==> config.mk <==
export PLATFORM = sky130hd
export DESIGN_NAME = jtframe_romarb
export DESIGN_NICKNAME = d
export VERILOG_FILES = /design/src/rtl/jtframe_romarb_pkg.sv /design/src/rtl/jtframe_romarb_slot.sv /design/src/rtl/jtframe_romarb.sv
export SDC_FILE = /design/constraint.sdc
export NUM_CORES = 1
export LEC_CHECK = 0
export BUFFER_PORTS_ARGS = -buffer_cell sky130_fd_sc_hd__buf_2
export CAP_MARGIN = 20
export CORE_MARGIN = 4
export CORE_UTILIZATION = 42
export CTS_BUF_LIST = sky130_fd_sc_hd__clkbuf_4 sky130_fd_sc_hd__clkbuf_8
export CTS_CLUSTER_SIZE = 10
export DETAILED_ROUTE_END_ITERATION = 10
export PLACE_DENSITY = 0.64
export SETUP_SLACK_MARGIN = 0.1
export SYNTH_ARGS = -nofsm -noshare
export SYNTH_HDL_FRONTEND = slang
export SYNTH_SLANG_ARGS = --single-unit
==> constraint.sdc <==
create_clock -name clk_rom -period 7 [get_ports clk_rom]
set_input_delay 1.4 -clock clk_rom [delete_from_list [all_inputs] [get_ports clk_rom]]
set_output_delay 1.4 -clock clk_rom [all_outputs]
set_load 0.02 [all_outputs]
==> src/rtl/jtframe_romarb_pkg.sv <==
// Shared types and the round-robin grant helper for the four-slot SDRAM ROM arbiter.
package jtframe_romarb_pkg;

  localparam int NSLOT = 4;

  typedef enum logic [1:0] {
    IDLE     = 2'd0,
    WAIT_ACK = 2'd1,
    WAIT_RDY = 2'd2
  } romarb_state_e;

  // First set bit of miss, scanning upward from last+1 and wrapping around.
  function automatic logic [1:0] rr_pick(input logic [NSLOT-1:0] miss, input logic [1:0] last);
    logic [1:0] idx;
    logic       found;
    rr_pick = last + 2'd1;
    found   = 1'b0;
    for (int k = 1; k <= NSLOT; k++) begin
      idx = last + 2'(k);
      if (!found && miss[idx]) begin
        rr_pick = idx;
        found   = 1'b1;
      end
    end
  endfunction

endpackage

==> src/rtl/jtframe_romarb_slot.sv <==
// One-entry read cache for a single requester; answers repeated addresses locally.
module jtframe_romarb_slot
  import jtframe_romarb_pkg::*;
#(
  parameter int AW = 22,
  parameter int DW = 32
) (
  input  logic          clk,
  input  logic          rst_n,
  input  logic          req,
  input  logic          wr,
  input  logic          clr,
  input  logic [AW-1:0] addr_in,
  input  logic [AW-1:0] wr_addr,
  input  logic [DW-1:0] data_in,
  output logic          hit,
  output logic [DW-1:0] dout
);

  logic          r_valid;
  logic [AW-1:0] r_caddr;
  logic [DW-1:0] r_cdata;

  // Cache entry: invalidation wins over a fill landing in the same cycle.
  always_ff @(posedge clk or negedge rst_n) begin
    if (!rst_n) begin
      r_valid <= 1'b0;
      r_caddr <= {AW{1'b0}};
      r_cdata <= {DW{1'b0}};
    end else if (clr) begin
      r_valid <= 1'b0;
    end else if (wr) begin
      r_valid <= 1'b1;
      r_caddr <= wr_addr;
      r_cdata <= data_in;
    end
  end

  assign hit  = req & r_valid & (addr_in == r_caddr);
  assign dout = r_cdata;

endmodule

==> src/rtl/jtframe_romarb.sv <==
// Four-slot SDRAM read arbiter: per-slot one-entry caches, misses scheduled round-robin
// onto a single controller port, one transaction outstanding at a time.
module jtframe_romarb
  import jtframe_romarb_pkg::*;
#(
  parameter int AW = 22,
  parameter int DW = 32
) (
  input  logic                clk_rom,
  input  logic                rst_n,
  input  logic                downloading,
  input  logic                loop_rst,
  input  logic [NSLOT-1:0]    slot_req,
  input  logic [NSLOT*AW-1:0] slot_addr,
  output logic [NSLOT-1:0]    slot_ok,
  output logic [NSLOT*DW-1:0] slot_dout,
  output logic                sdram_req,
  output logic [AW-1:0]       sdram_addr,
  input  logic                sdram_ack,
  input  logic [DW-1:0]       data_read,
  input  logic                data_rdy
);

  romarb_state_e    r_state;
  logic [1:0]       r_grant;
  logic [1:0]       r_last;

  logic [NSLOT-1:0] w_hit;
  logic [NSLOT-1:0] w_miss;
  logic [NSLOT-1:0] w_wr;
  logic [AW-1:0]    w_addr [NSLOT];
  logic [1:0]       w_pick;
  logic             w_abort;
  logic             w_done;

  assign w_abort = downloading | loop_rst;
  assign w_miss  = slot_req & ~w_hit;
  assign w_pick  = rr_pick(w_miss, r_last);
  assign slot_ok = w_hit;

  // Completion strobe: data accepted in WAIT_RDY, or ack+data together in WAIT_ACK.
  always_comb begin
    w_done = 1'b0;
    if (w_abort) begin
      w_done = 1'b0;
    end else if (r_state == WAIT_ACK) begin
      w_done = sdram_ack & data_rdy;
    end else if (r_state == WAIT_RDY) begin
      w_done = data_rdy;
    end else begin
      w_done = 1'b0;
    end
  end

  for (genvar i = 0; i < NSLOT; i++) begin : g_slot
    assign w_addr[i] = slot_addr[i*AW +: AW];
    assign w_wr[i]   = w_done & (r_grant == 2'(i));

    jtframe_romarb_slot #(
      .AW (AW),
      .DW (DW)
    ) u_slot (
      .clk     (clk_rom),
      .rst_n   (rst_n),
      .req     (slot_req[i]),
      .wr      (w_wr[i]),
      .clr     (downloading),
      .addr_in (w_addr[i]),
      .wr_addr (sdram_addr),
      .data_in (data_read),
      .hit     (w_hit[i]),
      .dout    (slot_dout[i*DW +: DW])
    );
  end

  // Request FSM; an abort drops the request but leaves grant/last untouched.
  always_ff @(posedge clk_rom or negedge rst_n) begin
    if (!rst_n) begin
      r_state    <= IDLE;
      sdram_req  <= 1'b0;
      sdram_addr <= {AW{1'b0}};
      r_grant    <= 2'd0;
      r_last     <= 2'd3;
    end else if (w_abort) begin
      r_state   <= IDLE;
      sdram_req <= 1'b0;
    end else begin
      case (r_state)
        IDLE: begin
          if (|w_miss) begin
            r_grant    <= w_pick;
            sdram_addr <= w_addr[w_pick];
            sdram_req  <= 1'b1;
            r_state    <= WAIT_ACK;
          end
        end
        WAIT_ACK: begin
          if (sdram_ack) begin
            sdram_req <= 1'b0;
            r_state   <= data_rdy ? IDLE : WAIT_RDY;
          end
        end
        WAIT_RDY: begin
          if (data_rdy) begin
            r_state <= IDLE;
          end
        end
        default: begin
          r_state   <= IDLE;
          sdram_req <= 1'b0;
        end
      endcase
      if (w_done) begin
        r_last <= r_grant;
      end
    end
  end

endmodule

==> metrics.md, run 1 <==
| Metric | Value |
|---|---|
| Run status | `finished, final reports clean` |
| Die Y | `171 microns` |
| Total number of vias | `7646` |
| Total congestion overflow | `0` |
| Ys Warns | `0` |
| CP max-delay cell | `or3b_2` |
| Largest net degree at the start of global routing | `150` |
| Avg WL per Cell | `22.3 microns` |
| Req. time, crit path | `5600 ps` |
| Synth Instances | `791` |
| Most frequent cells in the layout | `283 x buf_2, 247 x dfrtp_1, 216 x mux2_2` |
| Longest Clk Path Bufs | `3` |
| # IOs | `285` |
| Synth async-reset ratio | `100%` |
| Clk network pwr share | `30.0%` |
| Hold_buf cts | `0` |
| Vias in the first global route | `8358` |
| Vias per inst | `5.24` |
| Top post-synthesis cells by area | `dfrtp_1 55%, mux2_2 22%, xor2_1 4.2%, mux2i_1 4.0%, xnor2_1 2.9%` |
| Critical path class | `input port to output port` |
| Fin. Hold Viols | `0` |
| Sequential power share | `43.1%` |
| Clk slew on worst S/H paths | `60 ps` |
| Most common cell after layout, fill and taps aside | `buf_2` |
| Port bufs | `284` |
| First drt pass iteration count | `4` |
| Max-slew violations | `0` |
| Routed wire length | `32.6 mm` |
| Synth Flop Type | `dfrtp_1` |
| # DRC | `0` |
| Tcrit/Tclk final | `66.2%` |
| Root Buffer Master | `clkbuf_8` |
| Total global-route track usage | `22.1%` |
| Final Skew | `16.7 ps` |
| Worst-path cell chain | `buf_2 -> xnor2_1 -> nand2_1 -> or3b_2 -> nor4bb_1 -> nand4_1 -> nor3_1 -> buf_2` |
| Layout cells sized above 1 | `55.2%` |
| Tightest Pin Transition | `1100 ps` |
| Die Width | `171 microns` |
| Leak Pwr | `7.28 nW` |
| Final min period | `4630 ps` |
| First-pass GRT wire length | `49.8 mm` |
| Slowest stage delay, CP | `480 ps` |
| H-tree Lvls | `2` |
| Crit path max fanout | `2` |
| Overall power | `4.56 mW` |
| Buf/Inv on CP | `2` |
| Antenna Violating Nets Remaining | `0` |
| Area delta synth->final | `24.0%` |
| Fmax achieved | `0.216 GHz` |
| Relative slew slack | `26.2%` |
| Setup TNS | `0 ps` |
| Post-Syn Nets | `921` |
| Peak VDD IR | `0.000198 V` |
| CP endpoint kind | `output port` |
| Fillcell total | `2317` |
| Sequential share of the synthesized area | `55.7%` |
| Num rows | `59` |
| Worst-Skew Late Latency | `550 ps` |
| CTS buffer count | `43` |
| Die area | `29300 sq um` |
| RSZ-0062 raised after global routing | `false` |
| CTS resizes | `0` |
| DRT iter0 DRCs | `336` |
| CTS tree | `built` |
| Num Clock Sinks | `249` |
| RD Place Congestion | `0.938` |
| Syn avg cell area | `14.1 sq um` |
| Post-route cell area | `13900 sq um` |
| Setup bufs post-CTS | `0` |
| CORE AREA | `26100 sq um` |
| Worst hold path type | `flop to flop` |
| Psw | `1.53 mW` |
| Yosys reg bits | `249` |
| Final setup vio count | `0` |
| Internal Pwr Total | `3.02 mW` |
| Critical Path Source Type | `input port` |
| Yosys top cell area share | `55.2%` |
| EDFF count, synth | `0` |
| CP top delay family | `simple AND/OR/NAND/NOR gates` |
| HPWL after DPL | `23.2 mm` |
| MaxCap Viol Count | `0` |
| Biggest area consumer among synthesized cells | `dfrtp_1` |
| Starting Density | `42.8%` |
| Initial antenna violation count | `6` |
| Switching power as a share of total power | `33.7%` |
| Area of placed instances | `13000 sq um` |
| CP arrival | `3230 ps` |
| Post-Syn Area | `11200 sq um` |
| Netlist cell types | `47` |
| Post-layout nets | `1222` |
| Most used cell, CP | `buf_2` |
| Pwr Density | `328 nW/um^2` |
| Part of the power in combinational logic | `27.0%` |
## worst reg2reg max path, cell delays in order, from the launching register on
cell and delay [ps]:
dfrtp_1 390, xor2_1 190, or4_1 510, or4_4 530
o21ai_2 240, a21boi_0 140, o21ai_1 300, and3_1 780
buf_4 400, a221oi_1 120
## cell families after synthesis
kind of cell	after synthesis	synth area share, %
multiplexers	261	25.8
flip-flops	249	55.7
AND/OR/NAND/NOR	96	4.54
XOR/XNOR	91	7.12
AO/OA/AOI/OAI	49	4.80
buffers and inverters	45	2.06
## power groups by stage
stage / clock network [mW] / registers [mW] / logic (mW)
detailed placement: 0 / 1.98 / 1.24
CTS: 1.40 / 1.96 / 1.24
finish: 1.37 / 1.96 / 1.23
global route: 1.48 / 2.00 / 1.32
floorplan: 0 / 2.13 / 0.586
global placement: 0 / 1.97 / 1.23
## worst paths after layout
check / startpoint / to / slack, ps / cells after the start
worst min-delay path: g_slot[1].u_slot.r_valid$_DFFE_PN0P_ / g_slot[1].u_slot.r_valid$_DFFE_PN0P_ / 490 / 1
worst max register to register: g_slot[1].u_slot.r_caddr[8]$_DFFE_PN0P_ / sdram_addr[0]$_DFFE_PN0P_ / 3220 / 9
worst min register to register: g_slot[1].u_slot.r_valid$_DFFE_PN0P_ / g_slot[1].u_slot.r_valid$_DFFE_PN0P_ / 490 / 1
max in group asynchronous: rst_n / g_slot[0].u_slot.dout[26]$_DFFE_PN0P_ / 4800 / 2
min in group asynchronous: rst_n / g_slot[2].u_slot.r_caddr[14]$_DFFE_PN0P_ / 880 / 1
worst max-delay path: slot_addr[27] / slot_ok[1] / 2370 / 8
## stage by stage
| step | setup slack (ps) | util (%) | cells | hold slack (ps) |
|---|---|---|---|---|
| after floorplan | 2880 | - | 791 | 450 |
| after global placement | 2210 | 49.7 | 1382 | 474 |
| after detailed placement | 2130 | 49.7 | 1382 | 478 |
| after CTS | 2390 | 53.1 | 1457 | 491 |
| after global routing | 2270 | 53.1 | 1459 | 509 |
| final | 2370 | 53.1 | 1459 | 488 |
## routing by layer
layer  track usage, %  share of wire (%)
met1             29.2                 42
met2             35.4                 48
met3             7.15                8.4
met4             5.99                1.9
met5                0               0.17
## sequential cells by signal (all words and copies together), names as in the netlist
name and count:
r_grant 2, r_state 2, sdram_addr 22, r_last 2
g_slot.u_slot.dout 128, sdram_req 1, g_slot.u_slot.r_caddr 88, g_slot.u_slot.r_valid 4
## cells in the mapped netlist, types with 2 or more instances
library cell,instances
nand2_1,11
nor3_1,7
buf_4,4
o21ai_2,2
o2bb2ai_1,2
clkbuf_1,23
nand4b_1,2
nand4_1,13
xnor2_1,37
buf_8,2
o211ai_1,2
and2_1,2
o21ai_0,3
nor2_1,32
nor4_1,18
nand3_1,3
a21o_1,3
a221oi_2,20
mux2_2,216
dfstp_2,2
dfrtp_1,247
buf_2,7
inv_1,7
buf_6,2
a22oi_1,2
a21oi_1,3
xor2_1,54
mux2i_1,45
a221oi_1,2
## area by class of cell
| type | count | area, sq um | share of cell area, % |
|---|---|---|---|
| timing repair buffer | 294 | 1520 | 10.9 |
| clock buffer | 68 | 842 | 6.07 |
| inverter | 7 | 26.3 | 0.189 |
| tap | 335 | 419 | 3.02 |
| sequential | 249 | 6230 | 44.9 |
| clock inverter | 7 | 50.0 | 0.361 |
| multi-input combinational | 497 | 4780 | 34.5 |
| antenna | 2 | 5.00 | 0.0361 |
No activity file was read; power rests on OpenSTA's default activity.
==> inputs of run 2 (changes only) <==
--- a/config.mk
+++ b/config.mk
@@ -12,7 +12,7 @@
 export CTS_BUF_LIST = sky130_fd_sc_hd__clkbuf_4 sky130_fd_sc_hd__clkbuf_8
 export CTS_CLUSTER_SIZE = 10
 export DETAILED_ROUTE_END_ITERATION = 10
-export PLACE_DENSITY = 0.64
+export PLACE_DENSITY = 0.66
 export SETUP_SLACK_MARGIN = 0.1
 export SYNTH_ARGS = -nofsm -noshare
 export SYNTH_HDL_FRONTEND = slang
==> constraint.sdc (replaced) <==
create_clock -name clk_rom -period 4.2 [get_ports clk_rom]
set_input_delay 0.84 -clock clk_rom [delete_from_list [all_inputs] [get_ports clk_rom]]
set_output_delay 0.84 -clock clk_rom [all_outputs]
set_load 0.02 [all_outputs]
==> run 2 against run 1 <==
Compared with the run above: count of clock-buffer cells in the layout up 5; total power up 69%; via count up 1.2%; core utilization up 0.58 points; critical path type is now flop to output port.
==> metrics.md, run 2 (synthesis results as in run 1) <==
| Metric | Value |
|---|---|
| Clk network pwr share | `30.6% (was 30.0%)` |
| MaxCap Viol Count | `0 (unchanged)` |
| H-tree Lvls | `2 (unchanged)` |
| Overall power | `7.69 mW (was 4.56 mW)` |
| Psw | `2.57 mW (was 1.53 mW)` |
| Crit path max fanout | `2 (unchanged)` |
| Fin. Hold Viols | `0 (unchanged)` |
| Setup ws final | `646 ps (was 2370 ps)` |
| Critical Path Source Type | `flop (was input port)` |
| Die Width | `171 microns (unchanged)` |
| RSZ-0062 raised after global routing | `false (unchanged)` |
| Tcrit/Tclk final | `84.6%` |
| Initial antenna violation count | `4 (was 6)` |
| CP arrival | `2710 ps (was 3230 ps)` |
| Reg2reg end | `sdram_addr[1]$_DFFE_PN0P_ (was sdram_addr[0]$_DFFE_PN0P_)` |
| HPWL after DPL | `23.7 mm (was 23.2 mm)` |
| Most common cell after layout, fill and taps aside | `buf_2 (unchanged)` |
| Total global-route track usage | `22.1% (about the same)` |
| CTS tree | `built (unchanged)` |
| DRT iter0 DRCs | `346 (was 336)` |
| Final Util | `53.7% (was 53.1%)` |
| Slowest stage delay, CP | `490 ps (was 480 ps)` |
| Longest Clk Path Bufs | `3 (unchanged)` |
| Area delta synth->final | `25.4% (was 24.0%)` |
| Peak VDD IR | `0.000308 V (was 0.000198 V)` |
| Worst-Skew Late Latency | `550 ps (about the same)` |
| Finished Layout Cells | `1471 (was 1459)` |
| CP endpoint kind | `output port (unchanged)` |
| Area of placed instances | `13100 sq um (was 13000 sq um)` |
| RD Place Congestion | `0.849 (was 0.938)` |
| First drt pass iteration count | `4 (unchanged)` |
| Vias per inst | `5.26 (was 5.24)` |
| Hold_buf cts | `0 (unchanged)` |
| CTS resizes | `0 (unchanged)` |
| Sequential power share | `42.6% (was 43.1%)` |
| Switching power as a share of total power | `33.4% (was 33.7%)` |
| FF-to-FF path depth | `8 (was 9)` |
| Post-layout nets | `1234 (was 1222)` |
| Largest net degree at the start of global routing | `124 (was 150)` |
| Port bufs | `284 (unchanged)` |
| Routed wire length | `32.9 mm (was 32.6 mm)` |
| Vias in the first global route | `8343 (was 8358)` |
| Most frequent cells in the layout | `283 x buf_2, 247 x dfrtp_1, 216 x mux2_2 (unchanged)` |
| Relative slew slack | `25.9% (was 26.2%)` |
| First-pass GRT wire length | `49.5 mm (was 49.8 mm)` |
| Tightest Pin Transition | `1110 ps (was 1100 ps)` |
| R2r setup slk | `750 ps (was 3220 ps)` |
| Post-route cell area | `14000 sq um (was 13900 sq um)` |
| R2R Path Start | `g_slot[2].u_slot.r_caddr[6]$_DFFE_PN0P_ (was g_slot[1].u_slot.r_caddr[8]$_DFFE_PN0P_)` |
| # DRC | `0 (unchanged)` |
| Worst-path cell chain | `xnor2_1 -> nand2_1 -> or3b_2 -> nor4bb_1 -> nand4_1 -> nor3_1 -> buf_2 (was buf_2 -> xnor2_1 -> nand2_1 -> or3b_2 -> nor4bb_1 -> nand4_1 -> nor3_1 -> buf_2)` |
| Max-slew violations | `0 (unchanged)` |
| Part of the power in combinational logic | `26.8% (was 27.0%)` |
| Critical path class | `flop to output port (was input port to output port)` |
| Worst hold path type | `input port to async pin (was flop to flop)` |
| # IOs | `285 (unchanged)` |
| CP max-delay cell | `or3b_2 (unchanged)` |
| Antenna Violating Nets Remaining | `0 (unchanged)` |
| Clk slew on worst S/H paths | `60 ps (about the same)` |
| Req. time, crit path | `3360 ps (was 5600 ps)` |
| Pre-CTS WS | `221 ps (was 2130 ps)` |
| Run status | `finished, final reports clean (unchanged)` |
| Num rows | `59 (unchanged)` |
| Layout cells sized above 1 | `55.7% (was 55.2%)` |
| Leak Pwr | `7.36 nW (was 7.28 nW)` |
| Internal Pwr Total | `5.13 mW (was 3.02 mW)` |
| Max reg flops | `128 (unchanged)` |
| Setup TNS | `0 ps (unchanged)` |
| Fmax achieved | `0.281 GHz` |
| Num Clock Sinks | `249 (unchanged)` |
| Final Skew | `24.9 ps (was 16.7 ps)` |
| Final setup vio count | `0 (unchanged)` |
| Die area | `29300 sq um (unchanged)` |
| Final min period | `3550 ps` |
| Total congestion overflow | `0 (unchanged)` |
| Placed cells | `1392 (was 1382)` |
| CORE AREA | `26100 sq um (unchanged)` |
| Total number of vias | `7740 (was 7646)` |
| Root Buffer Master | `clkbuf_8 (unchanged)` |
| Die Y | `171 microns (unchanged)` |
| Setup bufs post-CTS | `0 (unchanged)` |
| Avg WL per Cell | `22.4 microns (was 22.3 microns)` |
| Hold slack final | `385 ps (was 488 ps)` |
| Crit path from | `g_slot[1].u_slot.r_caddr[18]$_DFFE_PN0P_ (was slot_addr[27])` |
| CTS buffer count | `45 (was 43)` |
| Pwr Density | `548 nW/um^2 (was 328 nW/um^2)` |
| Starting Density | `42.8% (unchanged)` |
[run 2: cell count changes in the layout (fill, tap and decap cells not counted), sizes merged]
cell    delta
diode      -1
clkbuf     +5
buf       +10
clkinv     -2
[run 2: how the worst max path moves through the flow]
stage          cells after the start                         end
6_report                           7                  slot_ok[1]
3_5_place_dp                       9   sdram_addr[0]$_DFFE_PN0P_
3_3_place_gp                       9   sdram_addr[1]$_DFFE_PN0P_
4_1_cts                            7                  slot_ok[1]
5_1_grt                            7                  slot_ok[1]
2_1_floorplan                     11  sdram_addr[10]$_DFFE_PN0P_
[run 2: cell type report]
cell class | instances | area (sq um)
Inverter | 7 | 26.3
Clock inverter | 5 | 35.0
Timing Repair Buffer | 304 | 1630
Clock buffer | 73 | 898
Multi-Input combinational cell | 497 | 4780
Antenna cell | 1 | 2.50
Fill cell | 2244 | 12100
Tap cell | 335 | 419
Sequential cell | 249 | 6230
[run 2: critical path, delay by kind of cell (launching register included)]
kind / cells / cell delay, ps
flip-flops: 1 / 390
buffers and inverters: 1 / 230
XOR/XNOR: 1 / 330
AND/OR/NAND/NOR: 5 / 1230
[run 2: metal layers]
metal  vias to the layer above  track usage (%)  share of wire [%]
met5                         -                0               0.12
met4                         6             6.96                2.7
met3                        58             7.08                8.9
met2                       311             36.5                 47
met1                      3870             27.9                 41
li1                       3495                -                  -
[run 2: power by group through the flow]
stage          Clock [mW]  Combinational (mW)  Sequential (mW)
3_5_place_dp            0                2.08             3.31
2_1_floorplan           0               0.977             3.55
5_1_grt              2.52                2.21             3.34
6_report             2.35                2.07             3.28
4_1_cts              2.41                2.09             3.27
3_3_place_gp            0                2.06             3.29
==> inputs of run 3 (changes only) <==
--- a/config.mk
+++ b/config.mk
@@ -12,7 +12,7 @@
 export CTS_BUF_LIST = sky130_fd_sc_hd__clkbuf_4 sky130_fd_sc_hd__clkbuf_8
 export CTS_CLUSTER_SIZE = 10
 export DETAILED_ROUTE_END_ITERATION = 10
-export PLACE_DENSITY = 0.66
+export PLACE_DENSITY = 0.64
 export SETUP_SLACK_MARGIN = 0.1
 export SYNTH_ARGS = -nofsm -noshare
 export SYNTH_HDL_FRONTEND = slang
==> constraint.sdc (replaced) <==
create_clock -name clk_rom -period 3.59 [get_ports clk_rom]
set_input_delay 0.718 -clock clk_rom [delete_from_list [all_inputs] [get_ports clk_rom]]
set_output_delay 0.718 -clock clk_rom [all_outputs]
set_load 0.02 [all_outputs]
==> run 3 against run 2 <==
Compared with the run above: count of clock-buffer cells in the layout is 1 lower; critical path depth increased by 3; final cell count about the same; sequential share of layout area fell by 0.063 points; combinational power rose by 18%; largest cell class unchanged; worst hold slack worse by 180 ps; sequential cell count unchanged; clock skew is 2.3 ps lower; die area unchanged; via count up 1.3%; core utilization rose by 0.077 points; register-to-register slack lost 420 ps.
==> metrics.md, run 3 (synthesis results as in run 1) <==
| Metric | Value |
|---|---|
| CTS tree | `built (unchanged)` |
| Longest Clk Path Bufs | `3 (unchanged)` |
| First-pass GRT wire length | `49.7 mm (was 49.5 mm)` |
| Vias per inst | `5.33 (was 5.26)` |
| Area occupied by multi-input gates | `4790 sq um (was 4780 sq um)` |
| H-tree Lvls | `2 (unchanged)` |
| CORE AREA | `26100 sq um (unchanged)` |
| Peak VDD IR | `0.000355 V (was 0.000308 V)` |
| Post-layout nets | `1240 (was 1234)` |
| Finished Layout Cells | `1472 (was 1471)` |
| Overall power | `8.91 mW (was 7.69 mW)` |
| RSZ-0062 raised after global routing | `false (unchanged)` |
| CP arrival | `3610 ps (was 2710 ps)` |
| Routed wire length | `32.8 mm (was 32.9 mm)` |
| Most used cell, CP | `buf_4` |
| Worst hold path type | `input port to async pin (unchanged)` |
| Pwr Density | `634 nW/um^2 (was 548 nW/um^2)` |
| Critical path class | `flop to flop (was flop to output port)` |
| Setup TNS | `0 ps (unchanged)` |
| Die area | `29300 sq um (unchanged)` |
| Clk network pwr share | `29.6% (was 30.6%)` |
| Crit path max fanout | `22 (was 2)` |
| Area delta synth->final | `25.6% (was 25.4%)` |
| Avg WL per Cell | `22.3 microns (was 22.4 microns)` |
| Largest net degree at the start of global routing | `94 (was 124)` |
| Num rows | `59 (unchanged)` |
| Flip-flop and latch area | `6230 sq um (unchanged)` |
| CP endpoint kind | `flop (was output port)` |
| FF-to-FF path depth | `10 (was 8)` |
| Critical Path Source Type | `flop (unchanged)` |
| MaxCap Viol Count | `0 (unchanged)` |
| Antenna Violating Nets Remaining | `0 (unchanged)` |
| # IOs | `285 (unchanged)` |
| Final Skew | `22.6 ps (was 24.9 ps)` |
| Vias in the first global route | `8338 (was 8343)` |
| Switching power as a share of total power | `33.1% (was 33.4%)` |
| Leak Pwr | `7.38 nW (was 7.36 nW)` |
| Post-route cell area | `14000 sq um (about the same)` |
| Final min period | `3260 ps` |
| Sequential power share | `43.1% (was 42.6%)` |
| Final setup vio count | `0 (unchanged)` |
| CTS buffer count | `43 (was 45)` |
| RD Place Congestion | `0.910 (was 0.849)` |
| Initial antenna violation count | `3 (was 4)` |
| Total congestion overflow | `0 (unchanged)` |
| DRT iter0 DRCs | `434 (was 346)` |
| Buf/Inv on CP | `2 (was 1)` |
| Fillcell total | `2272 (was 2244)` |
| Root Buffer Master | `clkbuf_8 (unchanged)` |
| Clk slew on worst S/H paths | `60 ps (about the same)` |
| Die Width | `171 microns (unchanged)` |
| Run status | `finished, final reports clean (unchanged)` |
| Layout cells sized above 1 | `55.8% (was 55.7%)` |
| Psw | `2.95 mW (was 2.57 mW)` |
| Levels on crit path | `10 (was 7)` |
| Worst-Skew Late Latency | `530 ps (was 550 ps)` |
| Tcrit/Tclk final | `90.8%` |
| Starting Density | `42.8% (unchanged)` |
| Req. time, crit path | `3940 ps (was 3360 ps)` |
| Num Clock Sinks | `249 (unchanged)` |
| # diodes | `0 (was 1)` |
| HPWL after DPL | `24.1 mm (was 23.7 mm)` |
| Fmax achieved | `0.307 GHz` |
| Placed cells | `1400 (was 1392)` |
| Die Y | `171 microns (unchanged)` |
| Internal Pwr Total | `5.96 mW (was 5.13 mW)` |
| Most common cell after layout, fill and taps aside | `buf_2 (unchanged)` |
| Port bufs | `284 (unchanged)` |
| Max reg flops | `128 (unchanged)` |
| Total global-route track usage | `22.2% (was 22.1%)` |
| Max-slew violations | `0 (unchanged)` |
| First drt pass iteration count | `5 (was 4)` |
| Total number of vias | `7840 (was 7740)` |
| CP top delay family | `compound AO/OA/AOI/OAI gates (was simple AND/OR/NAND/NOR gates)` |
| Relative slew slack | `28.6% (was 25.9%)` |
| Worst-path cell chain | `xnor2_1 -> buf_4 -> nand4_1 -> buf_4 -> nor4_1 -> a41o_1 -> a21boi_0 -> o21ai_1 -> a21boi_4 -> a221oi_1 (was xnor2_1 -> nand2_1 -> or3b_2 -> nor4bb_1 -> nand4_1 -> nor3_1 -> buf_2)` |
| CP max-delay cell | `a21boi_4 (was or3b_2)` |
| Most frequent cells in the layout | `283 x buf_2, 247 x dfrtp_1, 216 x mux2_2 (unchanged)` |
| Slowest stage delay, CP | `850 ps (was 490 ps)` |
| Final Util | `53.8% (was 53.7%)` |
| Area of placed instances | `13200 sq um (was 13100 sq um)` |
| Fin. Hold Viols | `0 (unchanged)` |
| # DRC | `0 (unchanged)` |
| Tightest Pin Transition | `1070 ps (was 1110 ps)` |
| Part of the power in combinational logic | `27.4% (was 26.8%)` |
==> run 3: metrics by stage <==
step / setup WS (ps) / hold slack [ps]
CTS: 241 / 220
detailed placement: -121 / 467
global placement: 25.7 / 462
finish: 329 / 206
global route: 138 / 235
floorplan: 379 / 422
==> run 3: worst reg2reg max path, delay by kind of cell (launching register included) <==
family | cells | cell delay, ps
XOR/XNOR | 1 | 210
AO/OA/AOI/OAI | 5 | 1840
AND/OR/NAND/NOR | 2 | 320
flip-flops | 1 | 380
buffers and inverters | 2 | 320
==> run 3: routing by layer <==
layer	global-route usage, %	vias to the layer above	wire [microns]
met5	0	-	47
met1	29.5	3925	13800
li1	-	3516	-
met2	35.7	336	15400
met4	5.79	6	767
met3	6.80	57	2840
==> run 3: power groups by stage <==
stage                     clock (mW)  sequential, mW  combinational (mW)
after floorplan                    0            4.16                1.14
after global placement             0            3.84                2.44
after detailed placement           0            3.87                2.46
after CTS                       2.71            3.83                2.47
after global routing            2.86            3.91                2.61
final                           2.63            3.84                2.44
==> run 3: final timing paths <==
check | endpoint | slack (ps) | startpoint
worst max register to register | sdram_addr[0]$_DFFE_PN0P_ | 330 | g_slot[0].u_slot.r_caddr[16]$_DFFE_PN0P_
worst min register to register | g_slot[2].u_slot.r_valid$_DFFE_PN0P_ | 490 | g_slot[2].u_slot.r_valid$_DFFE_PN0P_
max in group asynchronous | g_slot[3].u_slot.dout[2]$_DFFE_PN0P_ | 2510 | rst_n
worst min-delay path | g_slot[2].u_slot.dout[16]$_DFFE_PN0P_ | 210 | rst_n
min in group clk_rom | r_state[1]$_DFFE_PN0P_ | 380 | data_rdy
worst max-delay path | sdram_addr[0]$_DFFE_PN0P_ | 330 | g_slot[0].u_slot.r_caddr[16]$_DFFE_PN0P_
==> run 3: final cells by class <==
cell class,count,area share (%)
Multi-Input combinational cell,497,34.1
Sequential cell,249,44.4
Timing Repair Buffer,312,12.1
Tap cell,335,2.98
Inverter,7,0.187
Clock buffer,72,6.25
==> run 3: repair_timing <==
item,4_1_cts,5_1_grt
setup endpoints to repair,0,1
endpoints found under the hold margin,0,0
buffers inserted,0,0
hold buffers,0,0
resized for setup,0,1
